File: src/rtl/time_of_day_counter.sv
// ----------------------------------------------------------------------------
// time_of_day_counter
//
// Free-running wall clock (hh:mm:ss, 24-hour) advanced by a tick pulse, with
// an optional prescaler so several ticks make up one counted second. An
// operator load sets hour/minute and is validated before it is applied.
//
// Ports:
//   clk          system clock, all state updates on the rising edge
//   rst          synchronous, active-high reset
//   tick_in      single-cycle advance pulse
//   set_valid    load request, level-sampled every rising edge
//   set_hour     hour to load, legal 0-23
//   set_minute   minute to load, legal 0-59
//   hours_out    current hour 0-23
//   minutes_out  current minute 0-59
//   seconds_out  current second 0-59
//   hour_strobe  one-cycle pulse when hours_out changes value
//   day_rollover one-cycle pulse when hours wraps 23->0 by counting
//   set_error    one-cycle pulse when a load request is rejected
//
// Parameters:
//   RESET_HOUR       hour loaded on reset, 0-23
//   RESET_MINUTE     minute loaded on reset, 0-59
//   TICKS_PER_SECOND tick_in pulses per counted second, 1-255
// ----------------------------------------------------------------------------
module time_of_day_counter #(
    parameter int RESET_HOUR       = 0,
    parameter int RESET_MINUTE     = 0,
    parameter int TICKS_PER_SECOND = 1
) (
    input  logic       clk,
    input  logic       rst,
    input  logic       tick_in,
    input  logic       set_valid,
    input  logic [4:0] set_hour,
    input  logic [5:0] set_minute,
    output logic [4:0] hours_out,
    output logic [5:0] minutes_out,
    output logic [5:0] seconds_out,
    output logic       hour_strobe,
    output logic       day_rollover,
    output logic       set_error
);

    localparam logic [4:0] LAST_HOUR   = 5'd23;
    localparam logic [5:0] LAST_MINSEC = 6'd59;
    localparam logic [7:0] PRESC_LAST  = 8'(TICKS_PER_SECOND - 1);
    localparam logic [4:0] INIT_HOUR   = 5'(RESET_HOUR);
    localparam logic [5:0] INIT_MINUTE = 6'(RESET_MINUTE);

    logic [7:0] presc;
    logic [7:0] presc_nxt;
    logic [4:0] hours_nxt;
    logic [5:0] minutes_nxt;
    logic [5:0] seconds_nxt;
    logic       hour_strobe_nxt;
    logic       day_rollover_nxt;
    logic       set_error_nxt;
    logic       set_legal;

    assign set_legal = (set_hour <= LAST_HOUR) && (set_minute <= LAST_MINSEC);

    // Next-state logic. Priority: load (accepted or rejected) over tick, so
    // any load request freezes the prescaler and the time for that cycle.
    always_comb begin
        // NOTE: every output of this block gets a default first, so no path
        // leaves a variable unassigned and no latch is inferred.
        hours_nxt        = hours_out;
        minutes_nxt      = minutes_out;
        seconds_nxt      = seconds_out;
        presc_nxt        = presc;
        hour_strobe_nxt  = 1'b0;
        day_rollover_nxt = 1'b0;
        set_error_nxt    = 1'b0;

        if (set_valid) begin
            if (set_legal) begin
                hours_nxt       = set_hour;
                minutes_nxt     = set_minute;
                seconds_nxt     = '0;
                presc_nxt       = '0;
                hour_strobe_nxt = (set_hour != hours_out);
            end else begin
                set_error_nxt = 1'b1;
            end
        end else if (tick_in) begin
            if (presc == PRESC_LAST) begin
                presc_nxt = '0;
                // Second-advance cascade: seconds -> minutes -> hours.
                if (seconds_out == LAST_MINSEC) begin
                    seconds_nxt = '0;
                    if (minutes_out == LAST_MINSEC) begin
                        minutes_nxt     = '0;
                        hour_strobe_nxt = 1'b1;
                        if (hours_out == LAST_HOUR) begin
                            hours_nxt        = '0;
                            day_rollover_nxt = 1'b1;
                        end else begin
                            hours_nxt = hours_out + 5'd1;
                        end
                    end else begin
                        minutes_nxt = minutes_out + 6'd1;
                    end
                end else begin
                    seconds_nxt = seconds_out + 6'd1;
                end
            end else begin
                presc_nxt = presc + 8'd1;
            end
        end
    end

    // All outputs are registered; reset wins over load and tick.
    always_ff @(posedge clk) begin
        // NOTE: sequential state uses non-blocking assignments so every
        // register samples the pre-edge values, independent of statement order.
        if (rst) begin
            hours_out    <= INIT_HOUR;
            minutes_out  <= INIT_MINUTE;
            seconds_out  <= '0;
            presc        <= '0;
            hour_strobe  <= 1'b0;
            day_rollover <= 1'b0;
            set_error    <= 1'b0;
        end else begin
            hours_out    <= hours_nxt;
            minutes_out  <= minutes_nxt;
            seconds_out  <= seconds_nxt;
            presc        <= presc_nxt;
            hour_strobe  <= hour_strobe_nxt;
            day_rollover <= day_rollover_nxt;
            set_error    <= set_error_nxt;
        end
    end

endmodule

File: config.mk
export PLATFORM = sky130hd
export DESIGN_NAME = time_of_day_counter
export DESIGN_NICKNAME = d
export VERILOG_FILES = /design/src/rtl/time_of_day_counter.sv
export SDC_FILE = /design/constraint.sdc
export NUM_CORES = 1
export LEC_CHECK = 0
export CAP_MARGIN = 20
export CORE_MARGIN = 4
export CORE_UTILIZATION = 45
export CTS_BUF_LIST = sky130_fd_sc_hd__clkbuf_16
export CTS_CLUSTER_DIAMETER = 120
export DETAILED_ROUTE_END_ITERATION = 16
export PLACE_DENSITY_LB_ADDON = 0.12
export SETUP_SLACK_MARGIN = 0.5
export SLEW_MARGIN = 30
export SYNTH_ARGS = -nofsm -noshare
export SYNTH_HDL_FRONTEND = slang
export SYNTH_SLANG_ARGS = --single-unit
File: constraint.sdc
create_clock -name clk -period 3.95 [get_ports clk]
set_clock_uncertainty 0.15 [all_clocks]
set_input_delay 0.395 -clock clk [delete_from_list [all_inputs] [get_ports clk]]
set_output_delay 0.395 -clock clk [all_outputs]
set_load 0.01 [all_outputs]
==> flow_metrics.env, run 1 <==
export IMPL_relSlewSlack_pct=50.1
export IMPL_pwr_share_seq_pct=47.7
export IMPL_first_pass_iters=4
export IMPL_finalSetupViolCount=0
export IMPL_switchingPower_uw=161
export IMPL_ys_ff_latch=28
export IMPL_synth_top_family_by_area="simple AND/OR/NAND/NOR gates"
export IMPL_synth_area_per_cell_um2=8.33
export IMPL_ys_seq_area_share_pct=32.5
export IMPL_reg2reg_to="minutes_out[1]$_SDFFE_PP0P_"
export IMPL_core_area_um2=3690
export IMPL_cts_hold_buffers_added=0
export IMPL_ys_warn_count=0
export IMPL_post_cts_resize_count=0
export IMPL_cts_sinks=28
export IMPL_rr_startpoint="presc[1]$_SDFFE_PP0P_"
export IMPL_drc=0
export IMPL_hold_depth=2
export IMPL_worstSkewPairLatency_ns=0.26
export IMPL_place_inst=277
export IMPL_synth_most_common_cell="dfxtp_1"
export IMPL_antenna_found_initial=0
export IMPL_nets=254
export IMPL_power_per_cell_area_nw_per_um2=298
export IMPL_die_h_um=69.9
export IMPL_synth_cell_types=52
export IMPL_max_cap_violations=0
export IMPL_synth_top_area_share_pct=32.5
export IMPL_busiest_layer="met2"
export IMPL_critPathLaunchType="primary input"
export IMPL_grt_util_met2_pct=30.7
export IMPL_synth_async_reset_ratio_pct=0
export IMPL_hold_viol=0
export IMPL_final_area_um2=2160
export IMPL_power_uw=642
export IMPL_synth_compound_area_share_pct=23.7
export IMPL_postCtsSetupBuffers=0
export IMPL_root_buffer="clkbuf_16"
export IMPL_vias=1741
export IMPL_worstHoldStart="minutes_out[3]$_SDFFE_PP0P_"
export IMPL_wirelength_um=4590
export IMPL_cts_tree="yes"
export IMPL_die_width_um=69.9
export IMPL_synthCells=207
export IMPL_fin_cells=280
export IMPL_wl_per_cell_um=16.4
export IMPL_port_buffers=34
export IMPL_required_ns=3.95
export IMPL_synth_xor_area_share_pct=3.05
export IMPL_synth_area_leader_cell="dfxtp_1"
export IMPL_gp_congestion=0.880
export IMPL_synth_edff_count=0
export IMPL_tns_ns=0
export IMPL_layout_drive_gt1_share_pct=6.03
export IMPL_netlist_top_cells_area="dfxtp_1, a21oi_1, nand2_1, mux2i_1, ha_1"
export IMPL_outcome="completed"
export IMPL_seq_area_um2=561
export IMPL_synth_flop_cell="dfxtp_1"
export IMPL_grt_pass1_vias=1668
export IMPL_start_util_pct=46.7
export IMPL_multi_input_area_um2=1090
export IMPL_grt_overflow_total=0
export IMPL_drtAntennaViolNets=0
export IMPL_grt_usage_pct=18.7
export IMPL_clk_pin_slew_ns=0.07
export IMPL_slew_violations=0
export IMPL_synthesis_nets=227
export IMPL_grt_use_met1_pct=24.7
export IMPL_dieArea_um2=4890
export IMPL_period_share_pct=66.5
export IMPL_hp_class="reg -> reg"
export IMPL_worstPathArrival_ns=2.63
export IMPL_peakVddDrop_mv=0.145
export IMPL_grt_pass1_wl_um=7720
export IMPL_worstSetupPathType="in -> reg"
export IMPL_synthTopCellsByCount="dfxtp_1, a21oi_1, nand2_1"
export IMPL_clk_path_buf_depth=2
export IMPL_drtIter0Drc=61
export IMPL_power_frac_clock_pct=35.6
export IMPL_period_minus_slack_ns=2.63
export IMPL_use_met3_pct=3.02
export IMPL_worst_pin_slew_ns=0.746
export IMPL_rows=22
export IMPL_dp_hpwl_um=3320
export IMPL_p_leak_nw=0.807
export IMPL_area_delta_synth_final_pct=25.0
export IMPL_numCtsBuffers=3
export IMPL_dp_slack_ns=1.07
export IMPL_ios=35
export IMPL_synth_mux_area_fraction_pct=5.59
export IMPL_synth_simple_gate_area_share_pct=27.2
export IMPL_grt_start_max_net_pins=21
export IMPL_dpl_cell_area_um2=2080
export IMPL_synthesis_area_um2=1720
export IMPL_end_kind="flip-flop"
export IMPL_synth_fa_ha_area_share_pct=3.63
export IMPL_reg2regPathDepth=6
export IMPL_netSwitchingFraction_pct=25.1
export IMPL_rsz0062_at_grt="false"
export IMPL_fmax_mhz=381
export IMPL_rrSetupSlack_ns=1.84
export IMPL_finalWorstSetupSlack_ns=1.32
export IMPL_crit_path_max_fanout=20
export IMPL_h_tree_depth=1
export IMPL_antennaDiodeCount=0
export IMPL_vias_per_cell=6.22
export IMPL_p_int_uw=481
export IMPL_power_share_combinational_pct=16.7
export IMPL_min_to="minutes_out[3]$_SDFFE_PP0P_"
export IMPL_fill_cells=358
[kinds of logic after synthesis]
kind of cell / count (synthesis)
flip-flops: 28
buffers and inverters: 19
XOR/XNOR: 6
AND/OR/NAND/NOR: 79
adder cells (fa/ha/maj): 5
multiplexers: 9
AO/OA/AOI/OAI: 61
[power groups by stage]
stage	clock network [mW]	registers [mW]	logic, mW
finish	0.229	0.306	0.107
CTS	0.231	0.306	0.107
detailed placement	0	0.312	0.106
global placement	0	0.311	0.105
global route	0.243	0.308	0.117
floorplan	0	0.311	0.0591
[final cells by class]
type	count	area share (%)
Timing Repair Buffer	35	16.1
Multi-Input combinational cell	160	50.6
Inverter	6	1.04
Sequential cell	28	26.0
Clock buffer	3	3.48
Tap cell	48	2.79
[flip-flops by register name, summed over array words and instances, names as in the netlist]
name / count
day_rollover: 1
presc: 8
hour_strobe: 1
set_error: 1
seconds_out: 6
minutes_out: 6
hours_out: 5
[worst max-delay path by stage]
stage	start	end	cells past startpoint	slack, ns
floorplan	seconds_out[0]$_SDFFE_PP0P_	hours_out[3]$_SDFFE_PP0P_	6	2.08
global placement	set_valid	hours_out[3]$_SDFFE_PP0P_	6	1.15
detailed placement	set_valid	hours_out[3]$_SDFFE_PP0P_	6	1.07
CTS	set_valid	hours_out[3]$_SDFFE_PP0P_	6	1.34
global route	set_valid	hours_out[0]$_SDFFE_PP0P_	6	1.18
finish	set_valid	hours_out[3]$_SDFFE_PP0P_	6	1.32
[cell usage in the layout, fill, tap and decap left out, types with 2 or more instances in the layout]
cell             count
clkdlybuf4s50_1     34
dfxtp_1             28
nand2_1             20
a21oi_1             20
nand3_1             11
o21ai_0              9
mux2i_1              7
nand4_1              6
o31ai_1              6
inv_1                5
nor2_1               5
and3_1               5
or3_1                5
ha_1                 5
nor3_1               4
xnor2_1              4
and4b_1              3
a31oi_1              3
nand2b_1             3
a311oi_1             3
or4_1                3
clkbuf_16            3
nand4b_1             2
nor2b_1              2
a211o_1              2
xor2_1               2
o211ai_1             2
o211a_1              2
a22oi_1              2
and2_1               2
a2111oi_0            2
[routing by layer]
layer / vias up / part of all wire, %
met4: 0 / 1.3
met2: 60 / 47
met5: - / 0
met1: 830 / 46
li1: 844 / -
met3: 7 / 5.7
[per-stage QoR]
step                utilization, %  hold slack (ns)
CTS                           58.4            0.376
global placement              56.4            0.333
floorplan                        -            0.321
finish                        58.4            0.370
global route                  58.4            0.400
detailed placement            56.4            0.367
[worst max-delay path: stages]
cell and delay, ns:
clkdlybuf4s50_1 0.88, buf_4 0.29, and4b_1 0.22, and4_2 0.30
o21ai_2 0.22, mux2_4 0.32
Power figures use the tool's default switching activity.
==> run 2, diff against run 1 <==
Clock period 3.95 ns to 2.59 ns, I/O delays scaled along.
==> run 2 against run 1 <==
  * Via count decreased by 0.98%
  * First-iteration DRC count increased by 120%
  * Worst setup slack got worse by 0.67 ns
  * Worst hold slack better by 0.013 ns
  * Count of clock-buffer cells in the layout unchanged
  * Largest cell class unchanged
==> flow_metrics.env, run 2 (same netlist as run 1, synthesis figures left out) <==
export IMPL_max_cap_violations=0
export IMPL_worstSetupPathType="reg -> reg"
export IMPL_worstSkewPairLatency_ns=0.26
export IMPL_fill_cells=352
export IMPL_fin_cells=285
export IMPL_cts_sinks=28
export IMPL_reg_top3="presc (8), minutes_out (6), seconds_out (6)"
export IMPL_required_ns=2.61
export IMPL_first_pass_iters=4
export IMPL_finalSetupViolCount=0
export IMPL_relSlewSlack_pct=65.1
export IMPL_rows=22
export IMPL_numCtsBuffers=3
export IMPL_p_int_uw=737
export IMPL_area_delta_synth_final_pct=28.2
export IMPL_dpl_cell_area_um2=2100
export IMPL_p_leak_nw=0.834
export IMPL_grt_overflow_total=0
export IMPL_peakVddDrop_mv=0.219
export IMPL_end_kind="flip-flop"
export IMPL_dp_hpwl_um=3230
export IMPL_grt_start_max_net_pins=29
export IMPL_pwr_share_seq_pct=47.7
export IMPL_final_cell_mix="clkdlybuf4s50_1, dfxtp_1, nand2_1, a21oi_1, nand3_1"
export IMPL_switchingPower_uw=240
export IMPL_die_h_um=69.9
export IMPL_vias_per_cell=6.05
export IMPL_start_util_pct=46.7
export IMPL_drc=0
export IMPL_worst_pin_slew_ns=0.520
export IMPL_dieArea_um2=4890
export IMPL_cts_hold_buffers_added=0
export IMPL_fmax_mhz=515
export IMPL_slew_violations=0
export IMPL_drtIter0Drc=133
export IMPL_period_minus_slack_ns=1.94
export IMPL_place_inst=279
export IMPL_hold_viol=0
export IMPL_drtAntennaViolNets=0
export IMPL_gp_congestion=0.829
export IMPL_outcome="completed"
export IMPL_core_area_um2=3690
export IMPL_critPathLaunchType="flip-flop"
export IMPL_root_buffer="clkbuf_16"
export IMPL_final_area_um2=2210
export IMPL_layout_drive_gt1_share_pct=10.1
export IMPL_largest_reg_flops=8
export IMPL_seq_area_um2=563
export IMPL_rsz0062_at_grt="false"
export IMPL_power_share_combinational_pct=17.2
export IMPL_worstPathArrival_ns=1.96
export IMPL_vias=1724
export IMPL_power_frac_clock_pct=35.1
export IMPL_power_per_cell_area_nw_per_um2=442
export IMPL_clk_pin_slew_ns=0.07
export IMPL_period_share_pct=74.9
export IMPL_wl_per_cell_um=15.5
export IMPL_grt_pass1_wl_um=7440
export IMPL_grt_pass1_vias=1693
export IMPL_grt_usage_pct=18.2
export IMPL_crit_path_max_fanout=7
export IMPL_cts_tree="yes"
export IMPL_nets=259
export IMPL_antenna_found_initial=0
export IMPL_h_tree_depth=1
export IMPL_ios=35
export IMPL_die_width_um=69.9
export IMPL_clk_path_buf_depth=2
export IMPL_tns_ns=0
export IMPL_whs_ns=0.383
export IMPL_hp_class="reg -> reg"
export IMPL_port_buffers=34
export IMPL_final_common_cell="clkdlybuf4s50_1"
export IMPL_wirelength_um=4430
export IMPL_antennaDiodeCount=0
export IMPL_multi_input_area_um2=1100
export IMPL_regMostFlops="presc"
export IMPL_netSwitchingFraction_pct=24.6
[run 2: final cells by class]
class / count / share of cell area (%)
multi-input cells: 160 / 49.9
flip-flops and latches: 28 / 25.5
repair buffers: 40 / 17.4
clock buffers: 3 / 3.40
well taps: 48 / 2.72
inverters: 6 / 1.02
[run 2: what timing repair did]
| action | in CTS | in global routing |
|---|---|---|
| setup buffers | 0 | 3 |
| endpoints found under the setup margin | 0 | 18 |
| gates resized for setup | 0 | 6 |
[run 2: metal layers]
metal	GRT usage, %	vias up	wire length (um)
li1	-	850	-
met3	3.31	2	198
met2	31.6	45	2220
met1	22.8	827	1980
met4	5.32	0	24
met5	0	-	0
[run 2: final timing paths]
kind	startpoint	end	slack, ns	cells after the start
worst min register to register	presc[4]$_SDFFE_PP0P_	presc[4]$_SDFFE_PP0P_	0.38	2
worst max register to register	presc[0]$_SDFFE_PP0P_	seconds_out[5]$_SDFFE_PP0P_	0.65	6
worst max-delay path	presc[0]$_SDFFE_PP0P_	seconds_out[5]$_SDFFE_PP0P_	0.65	6
worst min-delay path	presc[4]$_SDFFE_PP0P_	presc[4]$_SDFFE_PP0P_	0.38	2
[run 2: power by group through the flow]
stage,Combinational [mW],Sequential [mW],Clock [mW]
after floorplan,0.0901,0.474,0
after global placement,0.163,0.474,0
after detailed placement,0.165,0.475,0
after CTS,0.166,0.465,0.354
after global routing,0.184,0.468,0.367
final,0.168,0.466,0.344
[run 2: stage by stage]
| stage | total power [mW] | setup WS, ns | utilization, % |
|---|---|---|---|
| 5_1_grt | 1.02 | 0.516 | 59.9 |
| 3_5_place_dp | 0.640 | 0.308 | 56.8 |
| 4_1_cts | 0.986 | 0.522 | 58.9 |
| 6_report | 0.977 | 0.650 | 59.9 |
| 3_3_place_gp | 0.637 | 0.365 | 56.8 |
| 2_1_floorplan | 0.564 | 0.721 | - |
[run 2: worst max-delay path, stage by stage (launching register included)]
cell and delay [ns]:
dfxtp_2 0.36, inv_1 0.06, ha_1 0.14, nor4b_4 0.33, nand3_2 0.17, or3_1 0.37, a311oi_1 0.27
==> run 3, diff against run 2 <==
Clock period 2.59 ns to 1.95 ns, I/O delays scaled along.
==> run 3 against run 2 <==
  * First-iteration DRC count rose by 8.3%
  * Sequential cell count did not move
  * Total power rose by 41%
  * Final cell count rose by 14%
  * Sequential share of layout area fell by 4.3 points
  * Die area did not move
  * Global-route usage rose by 5.3 points
  * Via count rose by 15%
  * Utilization rose by 15 points
  * Clock power rose by 36%
  * Largest cell class unchanged
==> flow_metrics.env, run 3 (same netlist as run 1, synthesis figures left out) <==
export IMPL_antennaDiodeCount=0
export IMPL_rrSetupSlack_ns=0.15
export IMPL_root_buffer="clkbuf_16"
export IMPL_cts_sinks=28
export IMPL_critPathLaunchType="flip-flop"
export IMPL_grt_pass1_vias=1982
export IMPL_end_kind="flip-flop"
export IMPL_grt_usage_pct=23.4
export IMPL_layout_drive_gt1_share_pct=39.2
export IMPL_final_cell_mix="buf_4, dlygate4sd2_1, nand2_1"
export IMPL_required_ns=1.98
export IMPL_final_area_um2=2770
export IMPL_port_buffers=34
export IMPL_largest_reg_flops=8
export IMPL_power_frac_clock_pct=33.9
export IMPL_worstSetupPathType="reg -> reg"
export IMPL_vias=1979
export IMPL_cts_hold_buffers_added=0
export IMPL_slowest_stage="or4_4"
export IMPL_pwr_share_seq_pct=45.1
export IMPL_cts_tree="yes"
export IMPL_worst_pin_slew_ns=0.430
export IMPL_die_h_um=69.9
export IMPL_path_buf_inv=2
export IMPL_peakVddDrop_mv=0.424
export IMPL_crit_path_max_fanout=5
export IMPL_worstHoldStart="set_minute[5]"
export IMPL_outcome="completed"
export IMPL_rows=22
export IMPL_relSlewSlack_pct=71.3
export IMPL_p_int_mw=1.02
export IMPL_power_mw=1.38
export IMPL_grt_start_max_net_pins=24
export IMPL_clk_path_buf_depth=2
export IMPL_reg2regPathDepth=7
export IMPL_dpl_cell_area_um2=2310
export IMPL_fmax_mhz=555
export IMPL_switchingPower_uw=364
export IMPL_period_minus_slack_ns=1.80
export IMPL_regMostFlops="presc"
export IMPL_whs_ns=0.219
export IMPL_drtAntennaViolNets=0
export IMPL_core_area_um2=3690
export IMPL_numCtsBuffers=3
export IMPL_crit_chain="inv_2 > ha_4 > nor4b_4 > buf_4 > and4_4 > or4_4 > mux2i_1"
export IMPL_hp_class="in -> reg"
export IMPL_dp_slack_ns=-0.230
export IMPL_die_width_um=69.9
export IMPL_finalWorstSetupSlack_ns=0.148
export IMPL_gp_congestion=0.879
export IMPL_clk_pin_slew_ns=0.07
export IMPL_power_share_combinational_pct=21.0
export IMPL_worstSkewPairLatency_ns=0.26
export IMPL_antenna_found_initial=0
export IMPL_p_leak_nw=1.19
export IMPL_final_common_cell="buf_4"
export IMPL_area_delta_synth_final_pct=60.4
export IMPL_start_util_pct=46.7
export IMPL_dp_hpwl_um=3690
export IMPL_power_per_cell_area_nw_per_um2=499
export IMPL_drc=0
export IMPL_wirelength_um=5850
export IMPL_worstPathArrival_ns=1.83
export IMPL_reg_top3="presc (8), minutes_out (6), seconds_out (6)"
export IMPL_grt_overflow_total=0
export IMPL_rr_startpoint="presc[0]$_SDFFE_PP0P_"
export IMPL_reg2reg_to="seconds_out[2]$_SDFFE_PP0P_"
export IMPL_finalSetupViolCount=0
export IMPL_nets=299
export IMPL_max_cap_violations=0
export IMPL_first_pass_iters=4
export IMPL_max_stage_delay_ns=0.40
export IMPL_vias_per_cell=6.07
export IMPL_rsz0062_at_grt="true"
export IMPL_period_share_pct=92.4
export IMPL_hold_viol=0
export IMPL_h_tree_depth=1
export IMPL_ios=35
export IMPL_min_to="minutes_out[5]$_SDFFE_PP0P_"
export IMPL_wl_per_cell_um=18.0
export IMPL_slew_violations=0
export IMPL_dieArea_um2=4890
export IMPL_hold_depth=3
export IMPL_cp_top_family="simple AND/OR/NAND/NOR gates"
export IMPL_final_util_pct=75.0
export IMPL_drtIter0Drc=144
export IMPL_grt_pass1_wl_um=9430
export IMPL_netSwitchingFraction_pct=26.3
run 3: changes by cell type in the layout (fill, tap and decap cells not counted), moves of 4 or more:
| cell | previous run | this run |
|---|---|---|
| o21ai_0 | 9 | 5 |
| dlygate4sd2_1 | 0 | 27 |
| clkdlybuf4s50_1 | 34 | 5 |
| dfxtp_1 | 26 | 11 |
| a21oi_2 | 0 | 4 |
| dfxtp_2 | 2 | 15 |
| a21oi_1 | 20 | 14 |
| ha_1 | 5 | 1 |
| buf_6 | 0 | 12 |
| buf_4 | 6 | 34 |
run 3: what timing repair did:
item | CTS | global route
endpoints found under the setup margin | 46 | 29
pin swaps | 20 | 7
gates resized for setup | 91 | 12
hold endpoints to repair | 0 | 0
setup buffers | 17 | 1
run 3: worst max-delay path by stage:
stage | start | endpoint | cells after the start
after detailed placement | set_minute[3] | presc[3]$_SDFFE_PP0P_ | 6
after global routing | presc[1]$_SDFFE_PP0P_ | seconds_out[5]$_SDFFE_PP0P_ | 7
after CTS | seconds_out[1]$_SDFFE_PP0P_ | seconds_out[5]$_SDFFE_PP0P_ | 5
final | presc[0]$_SDFFE_PP0P_ | seconds_out[2]$_SDFFE_PP0P_ | 7
after global placement | set_valid | seconds_out[0]$_SDFFE_PP0P_ | 5
after floorplan | presc[0]$_SDFFE_PP0P_ | hours_out[3]$_SDFFE_PP0P_ | 7
run 3: worst reg2reg max path, cell delays in order, from the launching register on:
cell     delay (ns)
dfxtp_2        0.35
inv_2          0.05
ha_4           0.15
nor4b_4        0.12
buf_4          0.16
and4_4         0.19
or4_4          0.41
mux2i_1        0.15
run 3: metal layers:
layer  share of wire, %  routed length (um)  track usage, %
met1                 41                2420            29.3
met2                 50                2930            39.7
met3                6.4                 373            4.17
met4                2.4                 139            9.36
met5                  0                   0               0
run 3: power groups by stage:
| stage | sequential [mW] | combinational, mW | clock, mW |
|---|---|---|---|
| 2_1_floorplan | 0.631 | 0.123 | 0 |
| 3_3_place_gp | 0.629 | 0.253 | 0 |
| 3_5_place_dp | 0.631 | 0.257 | 0 |
| 4_1_cts | 0.621 | 0.277 | 0.479 |
| 5_1_grt | 0.625 | 0.310 | 0.496 |
| 6_report | 0.622 | 0.290 | 0.469 |
run 3: final cells by class:
cell class	count	area, um2
Sequential cell	28	587
Tap cell	48	60.1
Inverter	6	25.0
Multi-Input combinational cell	160	1310
Clock inverter	1	3.75
Timing Repair Buffer	80	702
Fill cell	277	923
Clock buffer	3	75.1
run 3: metrics by stage:
step | setup TNS, ns | cells
after floorplan | 0 | 207
after global placement | -0.955 | 304
after detailed placement | -2.15 | 304
after CTS | 0 | 325
after global routing | 0 | 326
final | 0 | 326
